==> src/rtl/fifo_pkg.sv <==
// Shared types for the FIFO drain / UART transmit path.
//   tx_state_t : transmitter FSM states
//   frame_bits : line bits per frame (start + data + optional parity + stop)
package fifo_pkg;

    typedef enum logic [2:0] {
        IDLE   = 3'd0,
        START  = 3'd1,
        DATA   = 3'd2,
        PARITY = 3'd3,
        STOP   = 3'd4
    } tx_state_t;

    function automatic int frame_bits(input int data_w, input int parity_en);
        return 2 + data_w + parity_en;
    endfunction

endpackage

==> src/rtl/fifo_uart_tx_if.sv <==
// FIFO read-port bundle between the synchronous FIFO and its drain logic.
//   empty_i    : FIFO empty flag
//   pop_o      : pop strobe, one cycle per word
//   pop_data_i : head word, valid while empty_i=0 (first-word-fall-through)
// master = the drain side (fifo_uart_tx), slave = the FIFO side.
interface fifo_uart_tx_if #(
    parameter int DATA_W = 8
);
    logic              empty_i;
    logic              pop_o;
    logic [DATA_W-1:0] pop_data_i;

    modport master (output pop_o, input empty_i, input pop_data_i);
    modport slave  (input pop_o, output empty_i, output pop_data_i);
endinterface

==> src/rtl/fifo_uart_tx_bit_timer.sv <==
// Bit-period timer for the UART transmitter.
//   clk, reset : clock, asynchronous active-high reset
//   restart    : hold the count at the start of a bit period
//   bit_end    : high on the final cycle of each CLKS_PER_BIT-cycle period
module uart_bit_timer #(
    parameter int CLKS_PER_BIT = 4
) (
    input  logic clk,
    input  logic reset,
    input  logic restart,
    output logic bit_end
);
    localparam int CW = (CLKS_PER_BIT > 1) ? $clog2(CLKS_PER_BIT) : 1;
    localparam logic [CW-1:0] LAST = CW'(CLKS_PER_BIT - 1);

    logic [CW-1:0] r_cnt;

    always_ff @(posedge clk or posedge reset) begin
        if (reset) begin
            r_cnt <= '0;
        end else if (restart || (r_cnt == LAST)) begin
            r_cnt <= '0;
        end else begin
            r_cnt <= r_cnt + CW'(1);
        end
    end

    assign bit_end = (r_cnt == LAST);
endmodule

==> src/rtl/fifo_uart_tx.sv <==
// Drains a first-word-fall-through FIFO onto a UART line:
// start bit, DATA_W data bits LSB first, optional even parity, one stop bit.
//   clk, reset : clock, asynchronous active-high reset
//   enable_i   : permission to start new frames
//   fifo       : FIFO read port (empty_i, pop_o, pop_data_i)
//   tx_o       : serial line, idle high
//   busy_o     : frame in progress
//   done_o     : pulse in the last cycle of each stop bit
//
// state  | meaning
// IDLE   | line high, waiting for enable_i with a word available
// START  | driving the start bit (0)
// DATA   | driving data bit r_bit_cnt
// PARITY | driving even parity of the word (only when PARITY_EN=1)
// STOP   | driving the stop bit (1); may pop the next word on its last cycle
module fifo_uart_tx
    import fifo_pkg::*;
#(
    parameter int DATA_W       = 8,
    parameter int CLKS_PER_BIT = 4,
    parameter int PARITY_EN    = 0
) (
    input  logic                  clk,
    input  logic                  reset,
    input  logic                  enable_i,
    fifo_uart_tx_if.master        fifo,
    output logic                  tx_o,
    output logic                  busy_o,
    output logic                  done_o
);
    localparam int BW = (DATA_W > 1) ? $clog2(DATA_W) : 1;
    localparam logic [BW-1:0] LAST_BIT = BW'(DATA_W - 1);

    tx_state_t         r_state;
    logic [DATA_W-1:0] r_shift;
    logic              r_parity;
    logic [BW-1:0]     r_bit_cnt;
    logic              r_tx;
    logic              r_busy;

    logic              w_bit_end;
    logic              w_last_stop;
    logic              w_pop;
    logic [DATA_W-1:0] w_shift_next;

    // Counter is held at zero while idle so a pop from IDLE starts a full
    // start-bit period; from STOP it wraps on its own at the period end.
    uart_bit_timer #(
        .CLKS_PER_BIT(CLKS_PER_BIT)
    ) u_bit_timer (
        .clk    (clk),
        .reset  (reset),
        .restart(r_state == IDLE),
        .bit_end(w_bit_end)
    );

    assign w_last_stop  = (r_state == STOP) && w_bit_end;
    // reset term keeps the strobe quiet while the FSM is forced to IDLE.
    assign w_pop        = enable_i && !fifo.empty_i && !reset &&
                          ((r_state == IDLE) || w_last_stop);
    assign w_shift_next = r_shift >> 1;

    always_ff @(posedge clk or posedge reset) begin
        if (reset) begin
            r_state   <= IDLE;
            r_shift   <= '0;
            r_parity  <= 1'b0;
            r_bit_cnt <= '0;
            r_tx      <= 1'b1;
            r_busy    <= 1'b0;
        end else if (w_pop) begin
            // Head word is sampled in the same cycle the pop is issued.
            r_state   <= START;
            r_shift   <= fifo.pop_data_i;
            r_parity  <= ^fifo.pop_data_i;
            r_bit_cnt <= '0;
            r_tx      <= 1'b0;
            r_busy    <= 1'b1;
        end else if (w_bit_end) begin
            case (r_state)
                START: begin
                    r_state   <= DATA;
                    r_bit_cnt <= '0;
                    r_tx      <= r_shift[0];
                end
                DATA: begin
                    if (r_bit_cnt == LAST_BIT) begin
                        if (PARITY_EN != 0) begin
                            r_state <= PARITY;
                            r_tx    <= r_parity;
                        end else begin
                            r_state <= STOP;
                            r_tx    <= 1'b1;
                        end
                    end else begin
                        r_bit_cnt <= r_bit_cnt + BW'(1);
                        r_shift   <= w_shift_next;
                        r_tx      <= w_shift_next[0];
                    end
                end
                PARITY: begin
                    r_state <= STOP;
                    r_tx    <= 1'b1;
                end
                STOP: begin
                    r_state <= IDLE;
                    r_tx    <= 1'b1;
                    r_busy  <= 1'b0;
                end
                default: begin
                    r_state <= IDLE;
                    r_tx    <= 1'b1;
                    r_busy  <= 1'b0;
                end
            endcase
        end
    end

    assign fifo.pop_o = w_pop;
    assign tx_o       = r_tx;
    assign busy_o     = r_busy;
    assign done_o     = w_last_stop;
endmodule

==> src/flat_wrapper.sv <==
// flat-port wrapper written by rule: the top's interface ports become plain ports
module fifo_uart_tx_flat import fifo_pkg::*;
#(
    parameter int DATA_W       = 8,
    parameter int CLKS_PER_BIT = 4,
    parameter int PARITY_EN    = 0
)
  (clk, reset, enable_i, tx_o, busy_o, done_o, fifo_pop_o, fifo_empty_i, fifo_pop_data_i);
  fifo_uart_tx_if #(.DATA_W(DATA_W)) fifo_i ();
  input  logic clk;
  input  logic reset;
  input  logic enable_i;
  output logic tx_o;
  output logic busy_o;
  output logic done_o;
  output wire logic [$bits(fifo_i.pop_o)-1:0] fifo_pop_o;
  input wire logic [$bits(fifo_i.empty_i)-1:0] fifo_empty_i;
  input wire logic [$bits(fifo_i.pop_data_i)-1:0] fifo_pop_data_i;
  assign fifo_pop_o = fifo_i.pop_o;
  assign fifo_i.empty_i = fifo_empty_i;
  assign fifo_i.pop_data_i = fifo_pop_data_i;
  fifo_uart_tx #(.DATA_W(DATA_W), .CLKS_PER_BIT(CLKS_PER_BIT), .PARITY_EN(PARITY_EN)) u_core (.clk(clk), .reset(reset), .enable_i(enable_i), .fifo(fifo_i), .tx_o(tx_o), .busy_o(busy_o), .done_o(done_o));
endmodule
==> config.mk <==
export PLATFORM = sky130hd
export DESIGN_NAME = fifo_uart_tx_flat
export DESIGN_NICKNAME = d
export VERILOG_FILES = /design/src/rtl/fifo_pkg.sv /design/src/rtl/fifo_uart_tx_if.sv /design/src/rtl/fifo_uart_tx_bit_timer.sv /design/src/rtl/fifo_uart_tx.sv /design/src/flat_wrapper.sv
export SDC_FILE = /design/constraint.sdc
export NUM_CORES = 1
export LEC_CHECK = 0
export BUFFER_PORTS_ARGS = -buffer_cell sky130_fd_sc_hd__buf_2
export CAP_MARGIN = 25
export CORE_ASPECT_RATIO = 0.9
export CORE_MARGIN = 2
export CORE_UTILIZATION = 47
export DETAILED_ROUTE_END_ITERATION = 6
export PLACE_DENSITY_LB_ADDON = 0.3
export SYNTH_ARGS = -nofsm -noshare
export SYNTH_HDL_FRONTEND = slang
export SYNTH_SLANG_ARGS = --single-unit
==> constraint.sdc <==
create_clock -name clk -period 1.5 [get_ports clk]
set_clock_uncertainty 0.05 [all_clocks]
set_input_delay 0.075 -clock clk [delete_from_list [all_inputs] [get_ports clk]]
set_output_delay 0.075 -clock clk [all_outputs]
set_load 0.1 [all_outputs]
* Yosys cells after proc, flatten, opt, wreduce, memory -nomap -nowiden
Cells that the tools add are included.
W data, S select, Z words.
** Word-level totals
- Register bits after elaboration :: 18
- Input port bits :: 12
- Output and inout port bits :: 4
- Logic and storage cells :: 55
** Operators by class
- $add $sub $neg :: 2
- Equal/unequal tests :: 10
- Multiplexer cells :: 20
- Reductions and logical operators :: 17
** Operators with widths (count)
- $mux W8 :: 4
- $mux W3 :: 6
- $pmux W3 S3 :: 1
- $eq A3 B2 Y1 const B :: 2
- $eq A3 B3 Y1 const B :: 2
- $mux W1 :: 6
- $pmux W3 S2 :: 1
- $reduce_and A3 Y1 :: 2
- $logic_and A1 B1 Y1 :: 4
- $reduce_and A2 Y1 :: 2
- $reduce_bool A2 Y1 :: 2
- $add A3 B1 Y3 const B :: 1
- $eq A3 B1 Y1 const B :: 1
- $logic_not A3 Y1 :: 1
- $ne A3 B2 Y1 const B :: 1
- $ne A3 B3 Y1 const B :: 1
- $reduce_bool A3 Y1 :: 1
- $reduce_or A3 Y1 :: 1
- $add A2 B1 Y2 const B :: 1
- $eq A2 B2 Y1 const B :: 1
- $logic_not A1 Y1 :: 2
- $logic_or A1 B1 Y1 :: 2
- $mux W2 :: 1
- $ne A2 B1 Y1 const B :: 1
- 2 further kinds :: 2

* Depth between registers and ports, before layout
- Depth in word-level cells :: 6
- Mapped depth :: 6
- Depth with buffers taken out :: 5

* Modules after synthesis
From an unflattened synthesis, not the netlist that was laid out.
** Second synthesis, totals
- Cells, all modules :: 103
- Area total of the unflattened synthesis :: 999.7 µm²
** By module, submodules not included
- fifo_uart_tx :: times used 1, cells each 97, area an instance 910.9 µm², sequential area each 401.6 µm²
- uart_bit_timer :: times used 1, cells each 6, area an instance 88.8 µm², sequential area each 50.0 µm²

* Least setup slack after synthesis
OpenSTA, ideal clock, no wires.
- Path type :: register to register
- Start point :: reg u_core.u_bit_timer.r_cnt[0]
- End point :: reg u_core.r_shift[7]
- Setup time :: 78 ps
- Arrival :: 1693 ps
- Data required time :: 1372 ps
- Slack :: -321 ps
- Stages on the path, launching flop included :: 7
- Path buffers :: 1
- Period minus slack after synthesis :: 1821 ps
- Cells stage by stage :: dfrtp_1 -> ha_1 -> nand2b_1 -> nand4_1 -> buf_4 -> inv_1 -> o2bb2ai_1
** On the way
- Word-level cells in the longest chain between the ends :: 6
- Elaborated cells on any way between the ends :: 9
- Classes of those cells :: eq/ne: 2; mux: 1; reduce/logical: 6
** Ends and longest elaborated chain
- from (decl) :: line fifo_uart_tx_bit_timer.sv:16 : logic [CW-1:0] r_cnt;
- from (signal assigned) :: line fifo_uart_tx_bit_timer.sv:24 : r_cnt <= r_cnt + CW'(1);
- $eq A2 B2 Y1 * :: line fifo_uart_tx_bit_timer.sv:28 : assign bit_end = (r_cnt == LAST);
- $logic_and A1 B1 Y1 * :: line fifo_uart_tx.sv:57 : assign w_last_stop = (r_state == STOP) && w_bit_end;
- $logic_or A1 B1 Y1 * :: line fifo_uart_tx.sv:60 : ((r_state == IDLE) || w_last_stop);
- $logic_and A1 B1 Y1 * :: line fifo_uart_tx.sv:59 : assign w_pop = enable_i && !fifo.empty_i && !reset &&
- via fifo_pop_o :: line flat_wrapper.sv:16 : output wire logic [$bits(fifo_i.pop_o)-1:0] fifo_pop_o;
- $ne A2 B2 Y1 (no source line) / $reduce_bool A2 Y1 (equally long branches)
- $reduce_and A3 Y1 (no source line)
- to (signal assigned) :: line fifo_uart_tx.sv:74 : r_shift <= fifo.pop_data_i;
- to (signal assigned) :: line fifo_uart_tx.sv:97 : r_shift <= w_shift_next;
- to (decl) :: line fifo_uart_tx.sv:35 : logic [DATA_W-1:0] r_shift;
Mark *: on every way through the listed nets, which the timed path passes. The rest lies on a longest branch.
A chain may end at the register's enable or synchronous reset.

* Worst setup path in the final report
- Start point :: reg u_core.r_bit_cnt[1]
- End point :: reg u_core.r_shift[4]
** On the way
- Word-level cells in the longest chain between the ends :: 3
** Ends and longest elaborated chain
- from (decl) :: line fifo_uart_tx.sv:37 : logic [BW-1:0] r_bit_cnt;
- from (signal assigned) :: line fifo_uart_tx.sv:96 : r_bit_cnt <= r_bit_cnt + BW'(1);
- $eq A3 B3 Y1 :: line fifo_uart_tx.sv:87 : if (r_bit_cnt == LAST_BIT) begin
- $ne A2 B2 Y1 (no source line)
- $reduce_and A3 Y1 (no source line)
Every way passes these cells.

==> results.yml <==
sta:
  max-slew-margin-rel_pct: 67.92
  fmax_mhz: 605.8
  whs_ps: 250.8
  setup_viol: 12
  slew_violations: 0
  final.setup.tns_ps: -1098
  finalCriticalPeriod_ps: 1651
  layout_setup_ws_ps: -150.8
  rsz0062_at_grt: "true"
  hold_viol_final: 0
  min_period_over_period_pct: 110.1
  tightest_slew_ps: 484.6
critical_path:
  worst_path_dominant_cell_family: "flip-flops"
  start_kind: "register"
  max_stage_delay_ps: 430
  reg2reg_to: "u_core.r_shift[4]$_DFFE_PP0P_"
  rr_startpoint: "u_core.r_bit_cnt[1]$_DFFE_PP0P_"
  cp-startpoint: "u_core.r_bit_cnt[1]$_DFFE_PP0P_"
  reg2regPathDepth: 6
  crit_required_ps: 1650
  reg2reg_slack_ps: -150
  path_cells: "ha_2 > ha_4 > nand3b_1 > buf_6 > mux2i_1 > a21oi_1"
  worstSetupPathType: "register to register"
  critPathSlowestCell: "dfrtp_1"
  crit_fanout: 5
  critPathArrivalTime_ps: 1800
  end_kind: "register"
  cp.depth: 6
  path_buf_inv: 1
synthesis:
  ys_ff_latch: 18
  synthCells: 87
  syn-cell-area_um2: 888.4
  synth_top_cell_by_area: "dfrtp_1"
  synth.top_cell.area_share_pct: 47.89
  synth_cell_type_count: 29
  synth_area_leaders: "dfrtp_1 48%, mux2i_1 9.0%, a21oi_1 4.5%, ha_1 4.2%, nor2_1 3.8%"
  syn_nets: 102
  avgSynthCellArea_um2: 10.21
  seq_area_frac_synth_pct: 50.85
  yosys_warnings: 0
power:
  peakVddDrop_mv: 1.099
  cellPowerDensity_nw_per_um2: 1458
  p_leak_nw: 0.6522
  power_mw: 1.946
drt:
  post_drt_via_cell_ratio: 5.634
  wl_per_cell_um: 16.81
  wl_mm: 2.572
  drtIter0Drc: 46
  final_antenna_net_count: 0
  drcViolationCount: 0
  drt-pass1-iter-count: 4
  vias: 862
clock_tree:
  cts_tree: "done"
  clkTransAtPathRegs_ps: 120
  clock-root-buffer: "clkbuf_4"
  cts_buffer_depth: 2
  htree_levels: 1
  cts.sinks: 18
  clkLatencyLatePin_ps: 310
  cts_made_buffers: 3
run_status:
  failed_checks: "setup timing"
  run_status: "finished with violations"
hold_path:
  hp-start: "enable_i"
  hp-class: "primary input to register"
  holdPathEnd: "u_core.r_shift[7]$_DFFE_PP0P_"
  holdPathStages: 5
final_layout:
  final_common_cell: "dfrtp_1"
  final_cell_mix: "16 x dfrtp_1, 14 x buf_4, 13 x buf_2"
  final_net_count: 145
  final_util_pct: 77.77
  drive_gt1_share_pct: 39.53
  antenna_cells: 0
  fillers: 112
  area.growth.synth_to_final_pct: 50.28
floorplan:
  fp.dieW_um: 49.83
  chipHeight_um: 45.25
  initial_core_util_pct: 51.75
  pin_count: 16
  core_um2: 1717
  die_area_um2: 2254
  rows: 14
place:
  post-place-ws_ps: -66.74
  routabilityCongestion: 0.9898
  io_buffers: 15
  dp_hpwl_mm: 1.285
global_route:
  grt_overflow: 0
  grt_antenna_before_repair: 0
  grt_pass1_wl_mm: 3.567
  grt_pass1_vias: 792
  grt.total_usage_pct: 22.04
  grt_max_degree: 19
run:
  cap_violations: 0
## stage by stage
step | area [µm²] | cells
floorplan | 907.1 | 87
global placement | 1092 | 133
detailed placement | 1092 | 133
CTS | 1271 | 148
global route | 1335 | 153
finish | 1335 | 153
## worst max path at each step
stage / end
global placement: u_core.tx_o$_DFFE_PP1P_
floorplan: u_core.r_shift[7]$_DFFE_PP0P_
CTS: fifo_pop_o
finish: u_core.r_shift[4]$_DFFE_PP0P_
detailed placement: u_core.r_state[1]$_DFFE_PP0P_
global route: u_core.r_shift[4]$_DFFE_PP0P_
## flip-flops by register name, indices dropped and copies added (netlist names)
name                      cells
u_core.tx_o                   1
u_core.r_state                3
u_core.r_shift                8
u_core.u_bit_timer.r_cnt      2
u_core.busy_o                 1
u_core.r_bit_cnt              3
## kinds of logic (layout without fill, tap and decap cells)
logic type / Yosys count / after routing / synth area share (%)
and+or+nand+nor: 29 / 29 / 17.18
AOI/OAI and AO/OA: 20 / 20 / 13.38
DFF: 18 / 18 / 50.85
buffers and inverters: 9 / 51 / 5.353
muxes: 8 / 8 / 9.014
adders and majority gates: 3 / 3 / 4.226
## cell type report
class / count / area, µm² / area share (%)
Clock buffer: 4 / 26.28 / 1.968
Multi-Input combinational cell: 60 / 457.9 / 34.30
Inverter: 5 / 22.52 / 1.687
Tap cell: 24 / 30.03 / 2.249
Timing Repair Buffer: 42 / 345.3 / 25.87
Sequential cell: 18 / 452.9 / 33.93
## tightest hold or removal path, cell delays in order
cell        delay [ps]
buf_2               80
nand4_1             90
buf_6              150
clkinvlp_4          80
o2bb2ai_1          110
## layer usage
metal	GRT usage, %	up-vias	wire [µm]	share of wire (%)
met5	0	-	0	0
met4	8.889	0	53	2.1
met3	5.960	10	192	7.5
met2	36.80	48	1287	50
met1	27.62	411	1038	40
li1	-	393	-	-
## report_power, final
part | switching (mW) | internal, mW | total (mW) | leakage [nW]
registers | 0.126 | 0.650 | 0.776 | 0.217
logic | 0.516 | 0.391 | 0.907 | 0.420
clock network | 0.160 | 0.104 | 0.264 | 0.0150
## synthesized netlist by cell type (all sizes together)
| library cell | instances |
|---|---|
| a21boi | 1 |
| a21oi | 8 |
| a31oi | 1 |
| a41o | 1 |
| and3 | 1 |
| buf | 4 |
| dfrtp | 17 |
| dfstp | 1 |
| ha | 3 |
| inv | 5 |
| mux2i | 8 |
| nand2 | 7 |
| nand2b | 2 |
| nand3b | 1 |
| nand4 | 1 |
| nand4b | 1 |
| nor2 | 9 |
| nor2b | 2 |
| nor3 | 2 |
| nor3b | 2 |
| o21ai | 5 |
| o22ai | 2 |
| o2bb2ai | 1 |
| o32ai | 1 |
| or3 | 1 |
## repair_timing
item	in CTS	in global routing
hold buffers	9	0
buffers inserted	2	4
pin swaps	5	6
endpoints found under the hold margin	26	0
setup endpoints to repair	14	15
gates cloned	0	1
resized for setup	9	10
Note: power is estimated with default switching activity, not from simulation.
